File: src/rtl/tile_buf_pkg.sv
// Shared tile buffer constants and read-side state type, common to the gatherer and the reader.
package tile_buf_pkg;
  localparam int TILE_SIZE  = 9;
  localparam int PIX_W      = 4;
  localparam int DATA_WIDTH = 64;
  localparam int ADDR_WIDTH = 10;
  localparam int SRAM_DEPTH = 1024;
  localparam int READ_LAT   = 2;
  localparam int ROW_W      = TILE_SIZE * PIX_W;

  typedef enum logic [1:0] {
    RD_IDLE = 2'd0,
    RD_REQ  = 2'd1,
    RD_WAIT = 2'd2,
    RD_HOLD = 2'd3
  } rd_state_t;

  // Circular pointer advance; depth need not be a power of two.
  function automatic logic [ADDR_WIDTH-1:0] ptr_inc(input logic [ADDR_WIDTH-1:0] p);
    return (p == ADDR_WIDTH'(SRAM_DEPTH - 1)) ? '0 : p + 1'b1;
  endfunction
endpackage

File: src/rtl/tile_row_unpack.sv
// Splits one SRAM word into TILE_SIZE pixels; pixel i sits at bits [PIX_W*i +: PIX_W].
module tile_row_unpack
  import tile_buf_pkg::*;
(
  input  logic [DATA_WIDTH-1:0]            i_word,
  output logic [TILE_SIZE-1:0][PIX_W-1:0]  o_pix
);
  for (genvar i = 0; i < TILE_SIZE; i++) begin : g_pix
    assign o_pix[i] = i_word[PIX_W*i +: PIX_W];
  end

  // Bits above the packed row carry nothing for the PE array.
  logic w_unused_hi;
  assign w_unused_hi = ^i_word[DATA_WIDTH-1:ROW_W];
endmodule

File: src/rtl/tile_buffer_reader.sv
// Tile buffer read side: circular consumer that fetches one row word at a time and hands it to the PE array.
module tile_buffer_reader
  import tile_buf_pkg::*;
(
  input  logic                            clk,
  input  logic                            rst,
  input  logic                            i_start,
  input  logic [15:0]                     i_num_rows,
  input  logic [ADDR_WIDTH-1:0]           i_wr_ptr,
  output logic                            o_csb,
  output logic                            o_we,
  output logic [7:0]                      o_wmask,
  output logic [ADDR_WIDTH-1:0]           o_addr,
  input  logic [DATA_WIDTH-1:0]           i_sram_dout,
  output logic [TILE_SIZE-1:0][PIX_W-1:0] o_pe_data,
  output logic                            o_pe_valid,
  input  logic                            i_pe_ready,
  output logic                            o_busy,
  output logic                            o_done
);
  localparam int LAT_W = (READ_LAT > 1) ? $clog2(READ_LAT) : 1;

  rd_state_t                       r_state;
  logic [ADDR_WIDTH-1:0]           r_rd_ptr;
  logic [15:0]                     r_rows_left;
  logic [LAT_W-1:0]                r_lat_cnt;
  logic [TILE_SIZE-1:0][PIX_W-1:0] r_pe_data;
  logic                            r_pe_valid;
  logic                            r_done;

  logic                            w_rd_en;
  logic [TILE_SIZE-1:0][PIX_W-1:0] w_row;

  tile_row_unpack u_unpack (
    .i_word (i_sram_dout),
    .o_pix  (w_row)
  );

  // A read is issued only in REQ and only when the writer is ahead of us.
  assign w_rd_en    = (r_state == RD_REQ) && (r_rd_ptr != i_wr_ptr);
  assign o_csb      = ~w_rd_en;
  assign o_we       = 1'b1;
  assign o_wmask    = '0;
  assign o_addr     = r_rd_ptr;
  assign o_pe_data  = r_pe_data;
  assign o_pe_valid = r_pe_valid;
  assign o_busy     = (r_state != RD_IDLE);
  assign o_done     = r_done;

  always_ff @(posedge clk or posedge rst) begin
    if (rst) begin
      r_state     <= RD_IDLE;
      r_rd_ptr    <= '0;
      r_rows_left <= '0;
      r_lat_cnt   <= '0;
      r_pe_data   <= '0;
      r_pe_valid  <= 1'b0;
      r_done      <= 1'b0;
    end else begin
      r_done <= 1'b0;
      case (r_state)
        RD_IDLE: begin
          if (i_start) begin
            if (i_num_rows != '0) begin
              r_rows_left <= i_num_rows;
              r_state     <= RD_REQ;
            end else begin
              r_done <= 1'b1;
            end
          end
        end
        RD_REQ: begin
          if (w_rd_en) begin
            r_rd_ptr  <= ptr_inc(r_rd_ptr);
            r_lat_cnt <= '0;
            r_state   <= RD_WAIT;
          end
        end
        RD_WAIT: begin
          // Final count lines up with the SRAM word landing on i_sram_dout.
          if (r_lat_cnt == LAT_W'(READ_LAT - 1)) begin
            r_pe_data  <= w_row;
            r_pe_valid <= 1'b1;
            r_state    <= RD_HOLD;
          end else begin
            r_lat_cnt <= r_lat_cnt + 1'b1;
          end
        end
        RD_HOLD: begin
          if (r_pe_valid && i_pe_ready) begin
            r_pe_valid  <= 1'b0;
            r_rows_left <= r_rows_left - 1'b1;
            if (r_rows_left == 16'd1) begin
              r_done  <= 1'b1;
              r_state <= RD_IDLE;
            end else begin
              r_state <= RD_REQ;
            end
          end
        end
        default: r_state <= RD_IDLE;
      endcase
    end
  end
endmodule

File: config.mk
export PLATFORM = sky130hd
export DESIGN_NAME = tile_buffer_reader
export DESIGN_NICKNAME = d
export VERILOG_FILES = /design/src/rtl/tile_buf_pkg.sv /design/src/rtl/tile_row_unpack.sv /design/src/rtl/tile_buffer_reader.sv
export SDC_FILE = /design/constraint.sdc
export NUM_CORES = 1
export LEC_CHECK = 0
export ABC_AREA = 0
export CAP_MARGIN = 20
export CELL_PAD_IN_SITES_DETAIL_PLACEMENT = 1
export CELL_PAD_IN_SITES_GLOBAL_PLACEMENT = 1
export CORE_MARGIN = 5
export CORE_UTILIZATION = 43
export DETAILED_ROUTE_END_ITERATION = 12
export DONT_BUFFER_PORTS = 1
export PLACE_DENSITY = 0.74
export SLEW_MARGIN = 20
export SYNTH_ARGS = -nofsm -noshare
export SYNTH_HDL_FRONTEND = slang
export SYNTH_HIERARCHICAL = 1
export SYNTH_SLANG_ARGS = --single-unit
File: constraint.sdc
create_clock -name clk -period 2.2 [get_ports clk]
set_input_delay 0.22 -clock clk [delete_from_list [all_inputs] [get_ports clk]]
set_output_delay 0.22 -clock clk [all_outputs]
set_load 0.05 [all_outputs]
==> impl_results.md <==
* Rel. slew slack at 64.9%
* Pin count of the biggest net entering global routing at 68
* Die area at ~11000 µm²
* FF-to-FF path depth at 9
* Sequential share of the synthesized area at a little over two fifths
* CP top delay family: compound AO/OA/AOI/OAI gates
* Max clock buf depth at 2
* Number of detailed-route iterations in the first pass at 4
* FMAX at just under 500 MHz
* # DRC at 0
* Skew final at 0.00885 ns
* CTS Buf Count at 9
* Critical-path cell list: inv_1 -> ha_2 -> buf_4 -> clkinvlp_4 -> a2bb2oi_4 -> o221ai_4 -> buf_12 -> buf_4 -> a221o_1
* Via count at roughly 2700
* DR WL/cell at around 19 µm
* Filler cells at between 900 and 1000
* Final worst path period need at 2.05 ns
* Vias in the first global route at 2932
* Worst-Skew Late Latency at approximately 0.34 ns
* Nets at 476
* Critical Path Max Stage Delay at 0.35 ns
* Req. time, crit path at ~2.4 ns
* Area Growth Syn to Fin at 11.9%
* Global route total overflow at 0
* Status: complete, no violations
* Post-route setup slack at around 0.15 ns
* Critical path buffer and inverter count at 5
* Arr. time, crit path at around 2.3 ns
* Share of post-route cells with drive strength above 1 at 25.8%
* Critical path peak fanout at 13
* CP most frequent cell: buf_4
* Max_cap viols at 0
* Via density at 5.58
* Post-Synth Adder-Cell Area at 2.28%
* Count of pins over their slew limit at 0
* Final Power at 7850 µW
* Post-synthesis register bit count at 67
* Initial DRC Count at 66
* TNS Setup at 0 ns
* Reg2Reg Setup Slack at 0.15 ns
* Root Buffer: clkbuf_8
* Initial antenna violation count at 0
* Critical path's slowest cell: dfrtp_1
* Multiplexer area fraction after synthesis at 11.7%
* Synth top area share at about 44%
* DIE HEIGHT at 104 µm
* Ys async rst share at 100%
* Cell area after synthesis at 3830 µm²
* # setup viols final at 0
* Slew of the pin with the lowest slew margin at 0.522 ns
* Top-count cell post-synth: dfrtp_1
* Xor/xnor share of the synthesized area at 3.20%
* CORE AREA at 8720 µm²
* Crit end category: flop
* Number of synthesized flops with an enable pin at 0
* Post-Syn Instances at 371
* Final instance area at 4290 µm²
* Power Density at around 1800 nW/µm²
* Largest family of logic cells by synthesized area: simple AND/OR/NAND/NOR gates
* Place WS at -0.0341 ns
* Die W at 104 µm
* Post-Syn Area per Cell at 10.3 µm²
* Final WL at 9280 µm
* Post-DP HPWL at 6710 µm
* Synth area leaders: dfrtp_1 44%, mux2_2 11%, buf_4 8.8%
* Final hold violations at 0
* Tcrit/Tclk final at 93.4%
* RSZ-0062 raised after global routing: no
* Buffers added on ports at 0
* Critical path depth at 9
* Yosys cell types at 56
* Compound-cell area share of the yosys netlist at 11.9%
* Cell Rows at 34
* CTS tree: done
* Finished Layout Cells at 488
* Leak at 0.00182 µW
* Synth area leader: dfrtp_1
* CTS sink cnt at 67
* I/O pin total at 153
* First-pass GRT wire length at 14900 µm
* Dpl cells at ~460
* Hold Path Cell Cnt at 1
* GP Congestion at ~0.80
* Area after DPL at 3910 µm²
* Crit Path Class: flop to flop
* Synth Flop Type: dfrtp_1
* Top cells by count, synth: 67 x dfrtp_1, 45 x buf_4, 36 x mux2_2
* Post-Synth Simple-Gate Area at between 10% and 20%
* Hold WC Path Type: primary input to flop
* Peak VDD IR at 0.748 mV
* Number of H-tree levels at 3
* Global Route Usage Sum at approximately 17%
* Clk slew on worst S/H paths at 0.08 ns
* Synth warn at 6
* N_diodes at 0
* Routed Antenna Nets at 0
* Critical path launch point type: flop
* Starting Density at 44.0%
-- report_power, final --
group          internal (µW)  switching (µW)
registers               1820            1740
clock network            531             506
logic                   1540            1710
-- sequential cells by signal, summed over array words and instances, names as in the netlist --
register,cells
o_pe_data,36
r_rows_left,16
o_pe_valid,1
r_state,2
o_addr,10
o_done,1
r_lat_cnt,1
-- through the flow --
stage | hold slack (ns) | util (%)
4_1_cts | 0.00294 | 47.2
3_5_place_dp | 0.220 | 44.8
2_1_floorplan | 0.370 | -
6_report | 0.0240 | 49.2
3_3_place_gp | 0.215 | 44.8
5_1_grt | 0.00282 | 49.2
-- layout make-up --
type / count / area (µm²) / share of cell area (%)
sequential: 67 / 1680 / 39.1
tap: 108 / 135 / 3.15
inverter: 18 / 71.3 / 1.66
timing repair buffer: 45 / 420 / 9.80
clock buffer: 9 / 124 / 2.89
multi-input combinational: 234 / 1790 / 41.7
clock inverter: 7 / 73.8 / 1.72
-- cells by family (layout without fill, tap and decap cells) --
group | Yosys count | in the layout
AO/OA/AOI/OAI | 63 | 63
XOR/XNOR | 14 | 14
adder cells (fa/ha/maj) | 7 | 7
buffers and inverters | 77 | 79
flip-flops | 67 | 67
multiplexers | 40 | 40
other | 2 | 9
AND/OR/NAND/NOR | 101 | 101
-- placed cells by master (no fill, tap or decap), types with 3 or more instances in the layout --
| cell type | netlist | final |
|---|---|---|
| nor3_1 | 7 | 7 |
| nand4_1 | 6 | 6 |
| nand3_1 | 8 | 8 |
| or3_1 | 5 | 5 |
| buf_4 | 45 | 30 |
| o2111ai_1 | 4 | 4 |
| nand2_1 | 23 | 23 |
| o21ai_1 | 3 | 3 |
| o31ai_1 | 4 | 3 |
| o21ai_0 | 12 | 12 |
| nor2_1 | 13 | 13 |
| a211o_1 | 8 | 8 |
| nor4_1 | 7 | 7 |
| inv_6 | 0 | 3 |
| xnor2_1 | 11 | 11 |
| mux2_2 | 36 | 36 |
| clkbuf_8 | 0 | 9 |
| mux2i_1 | 3 | 3 |
| a21o_1 | 3 | 3 |
| ha_1 | 7 | 6 |
| nand2b_1 | 7 | 7 |
| dfrtp_1 | 67 | 67 |
| conb_1 | 2 | 9 |
| a21oi_1 | 9 | 9 |
| nor4b_1 | 5 | 4 |
| xor2_1 | 3 | 3 |
| and2_1 | 4 | 4 |
| dlygate4sd3_1 | 0 | 11 |
| inv_1 | 18 | 16 |
| buf_12 | 0 | 3 |
-- what timing repair did --
item / CTS / global route
buffers inserted: 1 / 0
pin swaps: 1 / 0
endpoints found under the hold margin: 67 / 10
resized for setup: 0 / 5
hold buffers: 1 / 10
gates cloned: 0 / 1
endpoints found under the setup margin: 9 / 11
-- path summary, 6_finish.rpt --
path | from | endpoint
setup / recovery | r_state[0] | r_rows_left[2]
hold / removal | i_sram_dout[13] | o_pe_data[13]
setup reg to reg | r_state[0] | r_rows_left[2]
hold reg to reg | r_rows_left[15] | r_rows_left[15]
max in group asynchronous | rst | r_rows_left[4]
min in group asynchronous | rst | o_pe_data[15]
-- layer usage --
metal / global-route usage, % / wire length [µm]
met1: 19.6 / 3580
met2: 29.0 / 4950
met3: 5.52 / 659
met4: 3.98 / 87
met5: 0 / 0
No activity file was read; power rests on OpenSTA's default activity.
